==> src/rtl/xram_arb_pkg.sv <==
// Shared definitions for the two-port XRAM arbiter.
//   arb_state_e   : arbiter state encoding (IDLE=0, BUSY=1)
//   PORT_CPU/AES  : requester index constants (8051 core = 0, AES = 1)
//   TIMEOUT_DATA  : read data returned on a watchdog abort
//   port_onehot() : requester index -> one-hot grant vector
package xram_arb_pkg;

    typedef enum logic {
        ST_IDLE = 1'b0,
        ST_BUSY = 1'b1
    } arb_state_e;

    localparam logic       PORT_CPU     = 1'b0;
    localparam logic       PORT_AES     = 1'b1;
    localparam logic [7:0] TIMEOUT_DATA = 8'hFF;

    function automatic logic [1:0] port_onehot(input logic port);
        if (port == PORT_AES) begin
            return 2'b10;
        end else begin
            return 2'b01;
        end
    endfunction

endpackage

==> src/rtl/xram_arb_watchdog.sv <==
// Watchdog for outstanding XRAM strobes.
// Only instantiated when XRAM_ARB_TIMEOUT_EN is defined.
//   clk, rst  : clock, asynchronous active-low reset
//   start     : arbiter is entering BUSY on the next edge (clears the count)
//   busy      : arbiter is in BUSY this cycle
//   xram_ack  : XRAM completion this cycle
//   expire    : this BUSY cycle is the TIMEOUT-th one without an acknowledge
module xram_arb_watchdog #(
    parameter logic [7:0] TIMEOUT = 8'd255
) (
    input  logic clk,
    input  logic rst,
    input  logic start,
    input  logic busy,
    input  logic xram_ack,
    output logic expire
);

    logic [7:0] count_r;

    // Count completed BUSY cycles that passed without an XRAM acknowledge
    always_ff @(posedge clk or negedge rst) begin
        if (!rst) begin
            count_r <= 8'd0;
        end else if (start) begin
            count_r <= 8'd0;
        end else if (busy && !xram_ack) begin
            count_r <= count_r + 8'd1;
        end else begin
            count_r <= count_r;
        end
    end

    // count_r holds the silent cycles before this one, so the current cycle
    // is the TIMEOUT-th silent cycle when count_r equals TIMEOUT-1.
    assign expire = busy && !xram_ack && (count_r == (TIMEOUT - 8'd1));

endmodule

==> src/rtl/xram_arbiter.sv <==
// Round-robin arbiter sharing the single-ported XRAM between the 8051 core
// (port 0) and the AES accelerator (port 1). One transaction is latched into
// the xram_* registers, run as a single strobe/ack exchange, and its ack and
// read data are routed back to the winning port only.
// Optional feature macro: XRAM_ARB_TIMEOUT_EN (watchdog abort + sticky err).
// Ports:
//   clk, rst                 : clock, asynchronous active-low reset
//   pN_addr/wdata/wr/stb     : requester N transaction, held until pN_ack
//   pN_ack, pN_rdata         : completion pulse and read data for requester N
//   xram_addr/data_out/wr/stb: registered XRAM request
//   xram_data_in, xram_ack   : XRAM response
//   grant                    : one-hot current owner, 00 when idle
//   err, err_clr             : sticky timeout flag and its synchronous clear
module xram_arbiter
    import xram_arb_pkg::*;
#(
    parameter logic [7:0] TIMEOUT = 8'd255
) (
    input  logic        clk,
    input  logic        rst,
    input  logic [15:0] p0_addr,
    input  logic [7:0]  p0_wdata,
    input  logic        p0_wr,
    input  logic        p0_stb,
    output logic        p0_ack,
    output logic [7:0]  p0_rdata,
    input  logic [15:0] p1_addr,
    input  logic [7:0]  p1_wdata,
    input  logic        p1_wr,
    input  logic        p1_stb,
    output logic        p1_ack,
    output logic [7:0]  p1_rdata,
    output logic [15:0] xram_addr,
    output logic [7:0]  xram_data_out,
    output logic        xram_wr,
    output logic        xram_stb,
    input  logic [7:0]  xram_data_in,
    input  logic        xram_ack,
    output logic [1:0]  grant,
    output logic        err,
    input  logic        err_clr
);

    arb_state_e state_r;
    logic       last_r;
    logic       req_any_s;
    logic       winner_s;
    logic       expire_s;
    logic       done_s;
    logic [7:0] resp_data_s;

    assign req_any_s = p0_stb | p1_stb;

    // Pick the next owner: the port that did not go last wins a tie
    always_comb begin
        if (p0_stb && p1_stb) begin
            winner_s = ~last_r;
        end else if (p1_stb) begin
            winner_s = PORT_AES;
        end else begin
            winner_s = PORT_CPU;
        end
    end

    // A transaction ends on the XRAM ack or on a watchdog abort
    assign done_s = (state_r == ST_BUSY) && (xram_ack || expire_s);

    // Arbitration FSM; the xram_* registers load only when leaving IDLE,
    // so they stay stable for the whole BUSY period.
    always_ff @(posedge clk or negedge rst) begin
        if (!rst) begin
            state_r       <= ST_IDLE;
            last_r        <= PORT_AES;
            grant         <= 2'b00;
            xram_addr     <= 16'h0000;
            xram_data_out <= 8'h00;
            xram_wr       <= 1'b0;
            xram_stb      <= 1'b0;
        end else begin
            case (state_r)
                ST_IDLE: begin
                    if (req_any_s) begin
                        xram_addr     <= (winner_s == PORT_AES) ? p1_addr  : p0_addr;
                        xram_data_out <= (winner_s == PORT_AES) ? p1_wdata : p0_wdata;
                        xram_wr       <= (winner_s == PORT_AES) ? p1_wr    : p0_wr;
                        grant         <= port_onehot(winner_s);
                        xram_stb      <= 1'b1;
                        state_r       <= ST_BUSY;
                    end
                end
                ST_BUSY: begin
                    if (done_s) begin
                        last_r   <= grant[1];
                        grant    <= 2'b00;
                        xram_stb <= 1'b0;
                        state_r  <= ST_IDLE;
                    end
                end
                default: begin
                    grant    <= 2'b00;
                    xram_stb <= 1'b0;
                    state_r  <= ST_IDLE;
                end
            endcase
        end
    end

    // Abort returns a fixed pattern instead of whatever the XRAM drives
    always_comb begin
        if (expire_s) begin
            resp_data_s = TIMEOUT_DATA;
        end else begin
            resp_data_s = xram_data_in;
        end
    end

    // Ack and data go to the owner only, and only in the completion cycle
    assign p0_ack   = done_s & grant[0];
    assign p1_ack   = done_s & grant[1];
    assign p0_rdata = p0_ack ? resp_data_s : 8'h00;
    assign p1_rdata = p1_ack ? resp_data_s : 8'h00;

`ifdef XRAM_ARB_TIMEOUT_EN
    logic start_s;
    logic busy_s;
    logic err_r;

    assign start_s = (state_r == ST_IDLE) && req_any_s;
    assign busy_s  = (state_r == ST_BUSY);

    xram_arb_watchdog #(
        .TIMEOUT (TIMEOUT)
    ) u_watchdog (
        .clk      (clk),
        .rst      (rst),
        .start    (start_s),
        .busy     (busy_s),
        .xram_ack (xram_ack),
        .expire   (expire_s)
    );

    // Sticky timeout flag; a new timeout takes priority over a clear
    always_ff @(posedge clk or negedge rst) begin
        if (!rst) begin
            err_r <= 1'b0;
        end else if (expire_s) begin
            err_r <= 1'b1;
        end else if (err_clr) begin
            err_r <= 1'b0;
        end else begin
            err_r <= err_r;
        end
    end

    assign err = err_r;
`else
    logic [8:0] unused_s;

    assign expire_s = 1'b0;
    assign err      = 1'b0;
    assign unused_s = {err_clr, TIMEOUT};
`endif

endmodule

==> config.mk <==
export PLATFORM = sky130hd
export DESIGN_NAME = xram_arbiter
export DESIGN_NICKNAME = d
export VERILOG_FILES = /design/src/rtl/xram_arb_pkg.sv /design/src/rtl/xram_arb_watchdog.sv /design/src/rtl/xram_arbiter.sv
export SDC_FILE = /design/constraint.sdc
export NUM_CORES = 1
export LEC_CHECK = 0
export ABC_AREA = 1
export BUFFER_PORTS_ARGS = -buffer_cell sky130_fd_sc_hd__buf_4
export CORE_MARGIN = 2
export CORE_UTILIZATION = 25
export DETAILED_ROUTE_END_ITERATION = 10
export SLEW_MARGIN = 0
export SYNTH_ARGS = -nofsm -noshare
export SYNTH_HDL_FRONTEND = slang
export SYNTH_SLANG_ARGS = --single-unit
==> constraint.sdc <==
create_clock -name clk -period 1.6 [get_ports clk]
set_input_delay 0.16 -clock clk [delete_from_list [all_inputs] [get_ports clk]]
set_output_delay 0.16 -clock clk [all_outputs]
set_load 0.05 [all_outputs]
# Word-level counts from Yosys, hierarchy flattened
# Cells that the tools add are included.
# totals
output_inout_bits	47
mem_bits_rw	0
wordCells	36
in_bits	64
memories	0
mem_bits_ro	0
register_bits	30
latchBits	0
# op_classes
shifts	0
eq_ne	2
n_addsub	0
n_lt_le_gt_ge	0
n_reduce_logical	5
bitwise_logic	5
n_mul	0
muxes	17
n_div	0
# op_table
operator	count
$mux W8	3
$mux W16	1
$mux W1	7
$mux W2	3
$reduce_and A2 Y1	3
$pmux W1 S2	2
$pmux W2 S2	1
$and A1 B1 Y1	2
$logic_and A1 B1 Y1	2
$ne A2 B1 Y1 const B	1
$ne A2 B2 Y1 const B	1
$not A1 Y1	2
$or A1 B1 Y1	1

# Depth between registers and ports, before layout
# depth
word_depth	5
mapped_depth	6
depth_no_buf	4

# Worst setup path after synthesis
# Ideal clock, no wire load.
# synth_timing
kind	reg2out
startpoint	register grant[0]
endpoint	output port p0_rdata[0]
setup_slack_ps	-138
path_stages_with_launch	3
n_path_buf	0
required_time_ps	1440
t_arrival_ps	1578
path_cell_list	dfrtp_1 > nand2_1 > nor2_1
# synth_between
elab_chain_len	2
# synth_rtl
element	line_no	text
start, declared	xram_arbiter.sv:39	output logic [1:0] grant,
start signal, assigned	xram_arbiter.sv:86	grant <= port_onehot(winner_s);
$and A1 B1 Y1	xram_arbiter.sv:118	assign p0_ack = done_s & grant[0];
$mux W8	xram_arbiter.sv:120	assign p0_rdata = p0_ack ? resp_data_s : 8'h00;
end, declared	xram_arbiter.sv:26	output logic [7:0] p0_rdata,
# Every way passes these cells.

# Final worst setup path
# layout_timing
startpoint	register state_r
endpoint	output port p0_rdata[5]
# layout_between
elab_chain_len	3
# layout_rtl
element	line_no	text
start, declared	xram_arbiter.sv:44	arb_state_e state_r;
start signal, assigned	xram_arbiter.sv:72	state_r <= ST_IDLE;
start signal, assigned	xram_arbiter.sv:88	state_r <= ST_BUSY;
start signal, assigned	xram_arbiter.sv:96	state_r <= ST_IDLE;
$logic_and A1 B1 Y1	xram_arbiter.sv:66	assign done_s = (state_r == ST_BUSY) && (xram_ack || expire_s);
$and A1 B1 Y1	xram_arbiter.sv:118	
$mux W8	xram_arbiter.sv:120	
# Every way passes these cells.

==> metrics.txt <==
Power, Total 4544 uW; final hold vios 0; endpoints failing setup 0; Die Y a little over 80 um; Antenna diodes 0; clock skew 4.975 ps; Synth Warn # 0; Avg Inst Size Synth 8.048 um^2; Buffers on Ports ~110; DR pass1 iterations 4; wire length per cell 14.24 um; register bit count reported by yosys 30; first-pass GRT wire length 8031 um; synth unique cells 18; async set-reset flop share out of synthesis 100.0%; Longest Clk Path Bufs 2; critical path cell sequence nand2_1 -> inv_2 -> nand2_2 -> nor2_1 -> buf_6; site row count 28; Min Clock Period, post-route 1480 ps; worst vdd ir 0.7341 mV; Logic pwr share 59.3%; Clk pin slew, worst setup/hold paths 60 ps; share of layout cells above drive strength 1 between 40% and 50%; largest net degree at the start of global routing 31; Sw Share between 50% and 60%; Mapped Nets 256; Placer Congestion between 0.7 and 0.8; Finished Cell Area 2537 um^2; R2R setup slack approximately 220 ps; CP Launch Point state_r$_DFF_PN0_; clock share of power 12.3%; worst-path fanout max 9; CP Buf/Inv Count 2; Die X 82.62 um; Hold Path Class in -> reg; Levels on crit path 5; CTS tree done; remaining antenna violation count after routing 0; Top FF cell, synth dfrtp_1; Critical R2R Launch state_r$_DFF_PN0_; Worst path slowest cell dfrtp_1; I/O pin cnt 111; layout net count approximately 360; P_leak 0.001345 uW; Psw 2352 uW; Pwr Density 1791 nW/um^2; post-route setup TNS 0 ps; Clock Sink Count 30; pre-CTS setup slack 194.6 ps; Starting Density 25.95%; vias per cell 4.768; Synth top area share 46.96%; # DRC 0; number of global-route vias before repair 1615; CTS root buf clkbuf_8; Seq pwr share between 20 and 30%; DIE AREA 6826 um^2; initial antenna violation count 0; register area share after synthesis 48.66%; final setup margin 119.8 ps; Mapped Cells ~190; final period utilization 92.52%; area delta synth->final 64.21%; initial drt markers 69; Pint 2192 uW; worst skew pair latency 270 ps; Setup crit end p0_rdata[5]; family with the most delay on the worst path simple AND/OR/NAND/NOR gates; outcome finished clean; relative slew slack between 50 and 60%; Worst R2R End xram_addr[14]$_DFFE_PN0P_; Crit. End Element primary output; # fillers 630; Final Slew Violations 0; arrival time worst endpoint roughly 1300 ps; largest cells by area after synthesis dfrtp_1 47%, nand3_1 17%, nand4_1 10%; Total Routed Length 5339 um; max capacitance violation total 0; post-DP HPWL 3849 um; H-tree depth 2; global route overflow 0; Worst path max stage delay 340 ps; startpoint types register; CP Class reg -> out; path depth of the worst reg2reg path 4; most common cell in the netlist nand3_1; area leader, netlist dfrtp_1; core footprint 5956 um^2; dpl cell area 2429 um^2; Post-synth top cells 52 x nand3_1, 33 x nand2_1, 29 x dfrtp_1, 25 x nand4_1, 17 x nor2_1; CTS Buf Count 5; unrepaired setup endpoints after global routing no; required time of the critical path 1440 ps; vias 1788; placed cells around 370; Finished Layout Cells roughly 380; fmax 0.6756 GHz; number of synthesized flops with an enable pin 0; worst slew pin tran 641.8 ps; Cell Area, Synth 1545 um^2; Total GRT Usage 15.49%
==> stage by stage <==
step	utilization (%)	hold slack, ps
final	42.61	95.61
after global routing	42.61	100.5
after CTS	42.39	90.32
after detailed placement	40.78	123.0
after global placement	40.78	117.5
after floorplan	-	-135.6
==> sequential cells by signal, indices dropped and copies added (netlist names) <==
name	cells
xram_wr	1
xram_addr	16
state_r	1
xram_stb	1
xram_data_out	8
grant	2
last_r	1
==> layer usage <==
| layer | track usage (%) | up-vias | routed length (um) |
|---|---|---|---|
| li1 | - | 874 | - |
| met1 | 19.32 | 824 | 2248 |
| met2 | 25.73 | 86 | 2495 |
| met3 | 5.870 | 4 | 570 |
| met4 | 2.951 | 0 | 23 |
| met5 | 0 | - | 0 |
==> final cells by class <==
cell class              count  area, um^2  share of cell area [%]
clock buffers               7       76.32                   3.008
multi-input cells         135       676.9                   26.68
flip-flops and latches     30       752.0                   29.64
inverters                  12       45.04                   1.775
well taps                  75       93.84                   3.698
repair buffers            116       893.4                   35.21
==> placed cells by master, fill, tap and decap left out, types with 3 or more instances in the layout <==
cell type / n
dfrtp_1: 29
nand2_1: 32
buf_4: 112
nand4_1: 25
nor2_1: 12
nand3_1: 52
inv_1: 10
nand2_2: 3
nor2_2: 5
clkbuf_8: 5
==> timing repair <==
item,4_1_cts,5_1_grt
setup buffers,1,0
hold endpoints to repair,29,0
endpoints found under the setup margin,17,5
resized for setup,1,4
hold buffers,1,0
==> how the worst min path moves through the flow <==
stage	from	end	slack (ps)	cells past startpoint
CTS	xram_ack	state_r$_DFF_PN0_	90	2
detailed placement	rst	xram_addr[10]$_DFFE_PN0P_	120	1
global placement	rst	xram_addr[8]$_DFFE_PN0P_	120	1
global route	xram_ack	state_r$_DFF_PN0_	100	2
floorplan	rst	grant[0]$_DFFE_PN0P_	-140	0
finish	xram_ack	state_r$_DFF_PN0_	100	2
==> logic make-up after synthesis <==
family                 after synthesis  share of synthesized area [%]
AOI/OAI and AO/OA                    3                          1.215
buffers and inverters               27                          8.825
DFF                                 30                          48.66
other                                1                         0.2427
and+or+nand+nor                    131                          41.05
==> power by group through the flow <==
stage	registers [uW]	clock network [uW]	logic, uW
floorplan	2330	0	756
global placement	1300	0	2670
detailed placement	1290	0	2700
CTS	1290	587	2720
global route	1330	623	2860
finish	1290	561	2690
No activity file was read; power rests on OpenSTA's default activity.
